<file path="config.mk">
export PLATFORM = sky130hd
export DESIGN_NAME = store_half_rmw
export DESIGN_NICKNAME = d
export VERILOG_FILES = /design/src/rtl/store_half_rmw.sv
export SDC_FILE = /design/constraint.sdc
export NUM_CORES = 1
export LEC_CHECK = 0
export ABC_AREA = 1
export CORE_AREA = 2 2 99 101
export CTS_CLUSTER_DIAMETER = 30
export CTS_CLUSTER_SIZE = 25
export DETAILED_ROUTE_END_ITERATION = 7
export DIE_AREA = 0 0 101 103
export PLACE_DENSITY = 0.85
export SYNTH_ARGS = -nofsm -noshare
export SYNTH_HDL_FRONTEND = slang
export SYNTH_SLANG_ARGS = --single-unit
</file>
<file path="constraint.sdc">
create_clock -name clk -period 4.8 [get_ports clk]
set_input_delay 0.96 -clock clk [delete_from_list [all_inputs] [get_ports clk]]
set_output_delay 0.96 -clock clk [all_outputs]
set_load 0.05 [all_outputs]
</file>
<file path="src/rtl/store_half_rmw.sv">
// store_half_rmw
// Store path for byte, half-word and word stores into a 32-bit, word-addressed
// data memory. Sub-word stores read the target word, merge the new lane(s)
// into it and write the whole word back. Word stores skip the read. Bad sizes
// and misaligned addresses finish immediately with err and touch no memory.
// The pipeline is held through busy until the store has completed.

module store_half_rmw #(
    parameter int ADDR_W  = 10,
    parameter int MEM_LAT = 1
) (
    input  logic              clk,
    input  logic              reset,
    input  logic              req,
    input  logic [1:0]        SIG_StoreSize,
    input  logic [31:0]       addr,
    input  logic [31:0]       wdata,
    output logic              busy,
    output logic              done,
    output logic              err,
    output logic [ADDR_W-1:0] mem_addr,
    output logic              mem_re,
    input  logic [31:0]       mem_rdata,
    output logic              mem_we,
    output logic [31:0]       mem_wdata
);

    // Store size encodings
    localparam logic [1:0] SZ_BYTE = 2'b00;
    localparam logic [1:0] SZ_HALF = 2'b01;
    localparam logic [1:0] SZ_WORD = 2'b10;

    // The wait counter runs from MEM_LAT-1 down to zero, so one WAIT cycle
    // is spent per cycle of read latency.
    localparam int                CNT_W     = (MEM_LAT > 1) ? $clog2(MEM_LAT) : 1;
    localparam logic [CNT_W-1:0]  WAIT_INIT = CNT_W'(MEM_LAT - 1);
    localparam logic [CNT_W-1:0]  CNT_ZERO  = {CNT_W{1'b0}};
    localparam logic [CNT_W-1:0]  CNT_ONE   = CNT_W'(1);

    typedef enum logic [2:0] {
        ST_IDLE  = 3'd0,
        ST_READ  = 3'd1,
        ST_WAIT  = 3'd2,
        ST_WRITE = 3'd3,
        ST_DONE  = 3'd4
    } state_t;

    // Registered state, request latches and outputs
    state_t              state_q,     state_d;
    logic [1:0]          size_q,      size_d;
    logic [1:0]          lane_q,      lane_d;
    logic [31:0]         wdata_q,     wdata_d;
    logic [CNT_W-1:0]    wait_cnt_q,  wait_cnt_d;
    logic                busy_q,      busy_d;
    logic                done_q,      done_d;
    logic                err_q,       err_d;
    logic [ADDR_W-1:0]   mem_addr_q,  mem_addr_d;
    logic                mem_re_q,    mem_re_d;
    logic                mem_we_q,    mem_we_d;
    logic [31:0]         mem_wdata_q, mem_wdata_d;

    // Address bits above the word index wrap away; they are deliberately
    // not part of the memory address.
    logic unused_addr_s;
    assign unused_addr_s = ^addr[31:ADDR_W+2];

    // Returns 1 when the size/offset pair cannot be stored in one word
    function automatic logic is_misaligned(input logic [1:0] size, input logic [1:0] offs);
        logic bad;
        case (size)
            SZ_BYTE: bad = 1'b0;
            SZ_HALF: bad = offs[0];
            SZ_WORD: bad = (offs != 2'b00);
            default: bad = 1'b1;
        endcase
        return bad;
    endfunction

    // Inserts the truncated store data into the selected lane(s) of the
    // word read back from memory (little-endian lane numbering).
    function automatic logic [31:0] merge_word(
        input logic [1:0]  size,
        input logic [1:0]  offs,
        input logic [31:0] rword,
        input logic [31:0] sdata
    );
        logic [31:0] res;
        case (size)
            SZ_BYTE: begin
                case (offs)
                    2'b00:   res = {rword[31:8],  sdata[7:0]};
                    2'b01:   res = {rword[31:16], sdata[7:0], rword[7:0]};
                    2'b10:   res = {rword[31:24], sdata[7:0], rword[15:0]};
                    2'b11:   res = {sdata[7:0],   rword[23:0]};
                    default: res = rword;
                endcase
            end
            SZ_HALF: begin
                if (offs[1]) begin
                    res = {sdata[15:0], rword[15:0]};
                end else begin
                    res = {rword[31:16], sdata[15:0]};
                end
            end
            default: res = sdata;
        endcase
        return res;
    endfunction

    // Next-state and next-output decode for the store sequencer
    always_comb begin
        state_d     = state_q;
        size_d      = size_q;
        lane_d      = lane_q;
        wdata_d     = wdata_q;
        wait_cnt_d  = wait_cnt_q;
        busy_d      = busy_q;
        done_d      = 1'b0;
        err_d       = 1'b0;
        mem_addr_d  = mem_addr_q;
        mem_re_d    = 1'b0;
        mem_we_d    = 1'b0;
        mem_wdata_d = mem_wdata_q;

        case (state_q)
            ST_IDLE: begin
                if (req) begin
                    size_d     = SIG_StoreSize;
                    lane_d     = addr[1:0];
                    wdata_d    = wdata;
                    mem_addr_d = addr[ADDR_W+1:2];
                    busy_d     = 1'b1;
                    if (is_misaligned(SIG_StoreSize, addr[1:0])) begin
                        state_d = ST_DONE;
                        done_d  = 1'b1;
                        err_d   = 1'b1;
                    end else if (SIG_StoreSize == SZ_WORD) begin
                        // Full word: nothing to preserve, write directly
                        state_d     = ST_WRITE;
                        mem_we_d    = 1'b1;
                        mem_wdata_d = wdata;
                    end else begin
                        state_d  = ST_READ;
                        mem_re_d = 1'b1;
                    end
                end else begin
                    busy_d = 1'b0;
                end
            end
            ST_READ: begin
                state_d    = ST_WAIT;
                wait_cnt_d = WAIT_INIT;
            end
            ST_WAIT: begin
                if (wait_cnt_q == CNT_ZERO) begin
                    // Read data is valid now: capture and merge in one step
                    state_d     = ST_WRITE;
                    mem_we_d    = 1'b1;
                    mem_wdata_d = merge_word(size_q, lane_q, mem_rdata, wdata_q);
                end else begin
                    wait_cnt_d = wait_cnt_q - CNT_ONE;
                end
            end
            ST_WRITE: begin
                state_d = ST_DONE;
                done_d  = 1'b1;
            end
            ST_DONE: begin
                state_d = ST_IDLE;
                busy_d  = 1'b0;
            end
            default: begin
                state_d = ST_IDLE;
                busy_d  = 1'b0;
            end
        endcase
    end

    // State and output registers; reset aborts any store in flight
    always_ff @(posedge clk or posedge reset) begin
        if (reset) begin
            state_q     <= ST_IDLE;
            size_q      <= 2'b00;
            lane_q      <= 2'b00;
            wdata_q     <= 32'h0000_0000;
            wait_cnt_q  <= CNT_ZERO;
            busy_q      <= 1'b0;
            done_q      <= 1'b0;
            err_q       <= 1'b0;
            mem_addr_q  <= {ADDR_W{1'b0}};
            mem_re_q    <= 1'b0;
            mem_we_q    <= 1'b0;
            mem_wdata_q <= 32'h0000_0000;
        end else begin
            state_q     <= state_d;
            size_q      <= size_d;
            lane_q      <= lane_d;
            wdata_q     <= wdata_d;
            wait_cnt_q  <= wait_cnt_d;
            busy_q      <= busy_d;
            done_q      <= done_d;
            err_q       <= err_d;
            mem_addr_q  <= mem_addr_d;
            mem_re_q    <= mem_re_d;
            mem_we_q    <= mem_we_d;
            mem_wdata_q <= mem_wdata_d;
        end
    end

    assign busy      = busy_q;
    assign done      = done_q;
    assign err       = err_q;
    assign mem_addr  = mem_addr_q;
    assign mem_re    = mem_re_q;
    assign mem_we    = mem_we_q;
    assign mem_wdata = mem_wdata_q;

endmodule

</file>
Yosys cells after proc, flatten, opt, wreduce, memory -nomap -nowiden
Cells that the tools add are included.

Add/sub/neg operators: 1. Reductions and logical operators: 11. Equality and inequality tests: 13. Mux-type cells: 33.

Operators with widths (count): $mux 32 (5); $pmux 32 s2 (2); $pmux 32 s4 (1); $mux 1 (15); $pmux 3 s4 (1); $mux 3 (3); $ne 2x2->1 const B (4); $pmux 1 s2 (4); $eq 2x1->1 const B (3); $eq 2x2->1 const B (3); $eq 3x2->1 const B (2); $logic_not 2->1 (3); $reduce_bool 2->1 (3); $reduce_and 5->1 (1); $reduce_and 2->1 (2); $eq 3x1->1 const B (1); $logic_not 3->1 (1); $pmux 1 s3 (1); $reduce_or 3->1 (1); $mux 2 (1); $sub 1x1->1 const B (1).

Input port bits: 101. Flip-flop bits (word level): 87.

Depth between registers and ports, before layout
Depth in word-level cells: 7. Mapped depth: 9. Mapped depth without buffers: 8.

Worst setup path before layout
OpenSTA, ideal clock, no wires.

Path kind: input-to-reg. Start point: input req. End point: register mem_wdata_q[17] (netlist: mem_wdata[17]). Buffers on the path: 2. Data arrival time: 1.766 ns. Data required time: 4.682 ns. Stages on the path: 7. Setup slack: 2.916 ns. Path through: buf_2 -> nand2_1 -> nor2_4 -> nor2_4 -> buf_2 -> nand2_1 -> nand2_1.

Cells in the longest elaborated chain, start to end: 2.

Ends and longest elaborated chain: start, declared (line 14) `input logic req,`; $ne 2x2->1 (no source line); $reduce_and 5->1 (no source line); end signal, assigned (line 206) `mem_wdata_q <= mem_wdata_d;`; end, declared (line 60) `logic [31:0] mem_wdata_q, mem_wdata_d;`.

No other way between the ends. A chain may end at the register's enable or synchronous reset.

Worst setup path after layout
Start point: register mem_wdata_q[11] (netlist: mem_wdata[11]). End point: output mem_wdata[11].

RTL lines: end, declared (line 25) `output logic [31:0] mem_wdata`.

No word-level cell between the ends.

==> impl_metrics.env <==
export IMPL_outcome="finished, final reports clean"
export IMPL_cp_slowest_stage_delay_ns=0.82
export IMPL_synth_nets=746
export IMPL_ant_nets=0
export IMPL_cts_hold_buf=0
export IMPL_worst_hold_path_type="register to register"
export IMPL_leakage_nw=3.026
export IMPL_fin_area_um2=6105
export IMPL_power_density_nw_per_um2=721.2
export IMPL_nets=858
export IMPL_critPathLaunchType="register"
export IMPL_peakVddDrop_v=0.0005274
export IMPL_detailedRoute_firstPassIterationCount=5
export IMPL_clockBufferDepth=2
export IMPL_crit_path_end_kind="output pin"
export IMPL_critPathBufInv=1
export IMPL_grt_overflow=0
export IMPL_ioPinCount=148
export IMPL_netSwitchingFraction=0.5118
export IMPL_die_w_um=101
export IMPL_final_cell_mix="nand2_1 (262), clkdlybuf4s50_1 (127), nand3_1 (89)"
export IMPL_synthCells=645
export IMPL_relSlewSlack=0.4142
export IMPL_place_ws_ns=2.040
export IMPL_die_h_um=103
export IMPL_cpMaxStageDelayCell="clkdlybuf4s50_1"
export IMPL_pwr_share_seq=0.318
export IMPL_cts_inserted_buffers=9
export IMPL_power_frac_clock=0.116
export IMPL_cts_sinks=86
export IMPL_post_route_min_period_ns=2.521
export IMPL_setup_ws_ns=2.279
export IMPL_drcViolationCount=0
export IMPL_worstPathRequired_ns=3.84
export IMPL_synthArstFlopShare=1.000
export IMPL_cts_tree="yes"
export IMPL_critPathKind="register to output pin"
export IMPL_gp_congestion=0.9365
export IMPL_diodes=0
export IMPL_clk_pin_slew_worst_paths_ns=0.08
export IMPL_fin_crit_sh=0.5253
export IMPL_hold_viol_final=0
export IMPL_combPwrFrac=0.566
export IMPL_grt_pass1_vias=4571
export IMPL_drv_cap=0
export IMPL_postCtsResizedCells=0
export IMPL_avgRoutedWirePerCell_um=15.23
export IMPL_drive_gt1_frac=0.05132
export IMPL_initial_core_util=0.4918
export IMPL_fp_row_count=36
export IMPL_setup_violations=0
export IMPL_fmax_ghz=0.3966
export IMPL_syn_avg_cell_area_um2=7.212
export IMPL_htree_levels=3
export IMPL_switchingPower_mw=2.253
export IMPL_cp_top_family="buffers and inverters"
export IMPL_grt_max_degree=66
export IMPL_seq_area_frac_synth=0.4626
export IMPL_final_common_cell="nand2_1"
export IMPL_drtIter0Drc=413
export IMPL_grt_use_total=0.2651
export IMPL_port_buffers=127
export IMPL_cts_root_buf="clkbuf_8"
export IMPL_routed_via_density=5.367
export IMPL_antenna_found_initial=0
export IMPL_ys_flop_type="dfrtp_1"
export IMPL_intPower_mw=2.149
export IMPL_synth_seq_cells=86
export IMPL_grt_pass1_wl_um=21600
export IMPL_worst_path_max_fanout=2
export IMPL_clkLatencyLatePin_ns=0.36
export IMPL_hold_ws_ns=0.4814
export IMPL_die_area_um2=10400
export IMPL_dp_hpwl_um=9463
export IMPL_vias=4691
export IMPL_tns_ns=0
export IMPL_area_growth_pct=31.23
export IMPL_routed_wl_um=13310
export IMPL_crit_arrival_ns=1.56
export IMPL_skew_ns=0.01092
export IMPL_place_area_um2=5916
export IMPL_syn_cell_area_um2=4652
export IMPL_crit_chain="clkdlybuf4s50_1"
export IMPL_maxSlewViolCount=0
export IMPL_timing_worst_slew_pin_value_ns=0.8787
export IMPL_rsz0062_at_grt="no"
export IMPL_synth_warnings=0
export IMPL_synth_distinct_cells=26
export IMPL_cts_setup_buffers=0
export IMPL_core_area_um2=9459
export IMPL_synth_edf_count=0
## cell families (layout without fill, tap and decap cells)
kind of cell | Yosys count | after routing | synth area share
simple gates | 381 | 381 | 0.3459
buf+inv | 98 | 213 | 0.09548
flops | 86 | 86 | 0.4626
compound gates | 80 | 80 | 0.09602
## stage by stage
stage               cells  utilization  power, mW
detailed placement    860       0.6254      3.888
global placement      860       0.6254      3.806
global route          874       0.6454      4.721
CTS                   874       0.6454      4.406
floorplan             645            -      3.140
finish                874       0.6454      4.402
## final cells by class
cell class,instances,area [µm²]
Clock buffer,13,158.9
Clock inverter,1,30.03
Fill cell,825,3354
Timing Repair Buffer,133,1316
Tap cell,114,142.6
Multi-Input combinational cell,461,2056
Inverter,66,249.0
Sequential cell,86,2152
## power groups by stage
stage | sequential (mW) | clock (mW) | combinational, mW
6_report | 1.40 | 0.510 | 2.49
5_1_grt | 1.44 | 0.545 | 2.73
4_1_cts | 1.39 | 0.516 | 2.50
3_5_place_dp | 1.40 | 0 | 2.49
3_3_place_gp | 1.39 | 0 | 2.42
2_1_floorplan | 1.93 | 0 | 1.20
## per-layer routing
layer,vias up,global-route usage,part of all wire
li1,2262,-,-
met1,2188,0.3397,0.42
met2,206,0.4467,0.47
met3,35,0.05085,0.081
met4,0,0.1050,0.026
met5,-,0,0
## registers in the layout, indices dropped and copies added (netlist names)
register	flops
wdata_q	32
err	1
mem_wdata	32
done	1
state_q	3
lane_q	2
mem_we	1
mem_addr	10
busy	1
mem_re	1
size_q	2
## Yosys cell counts (5+ instances only)
| library cell | instances | area (µm²) |
|---|---|---|
| o21ai_0 | 43 | 215.2 |
| dfrtp_1 | 86 | 2152 |
| nand3_1 | 89 | 445.4 |
| nor2_1 | 17 | 63.81 |
| inv_2 | 5 | 18.77 |
| inv_1 | 61 | 229.0 |
| buf_6 | 5 | 56.30 |
| a21oi_2 | 7 | 61.31 |
| a21oi_1 | 9 | 45.04 |
| o21ai_1 | 14 | 70.07 |
| buf_2 | 21 | 105.1 |
| nand2_1 | 262 | 983.4 |
## path summary, 6_finish.rpt
| kind | end | slack, ns | cells past startpoint | from |
|---|---|---|---|---|
| worst max-delay path | mem_wdata[11] | 2.28 | 1 | mem_wdata[11]$_DFFE_PP0P_ |
| worst min-delay path | wdata_q[25]$_DFFE_PP0P_ | 0.48 | 2 | wdata_q[25]$_DFFE_PP0P_ |
| worst max register to register | mem_wdata[19]$_DFFE_PP0P_ | 2.53 | 7 | size_q[1]$_DFFE_PP0P_ |
| worst min register to register | wdata_q[25]$_DFFE_PP0P_ | 0.48 | 2 | wdata_q[25]$_DFFE_PP0P_ |
| max in group asynchronous | wdata_q[21]$_DFFE_PP0P_ | 2.72 | 3 | reset |
| min in group asynchronous | mem_wdata[20]$_DFFE_PP0P_ | 1.07 | 2 | reset |
Note: power is estimated with default switching activity, not from simulation.
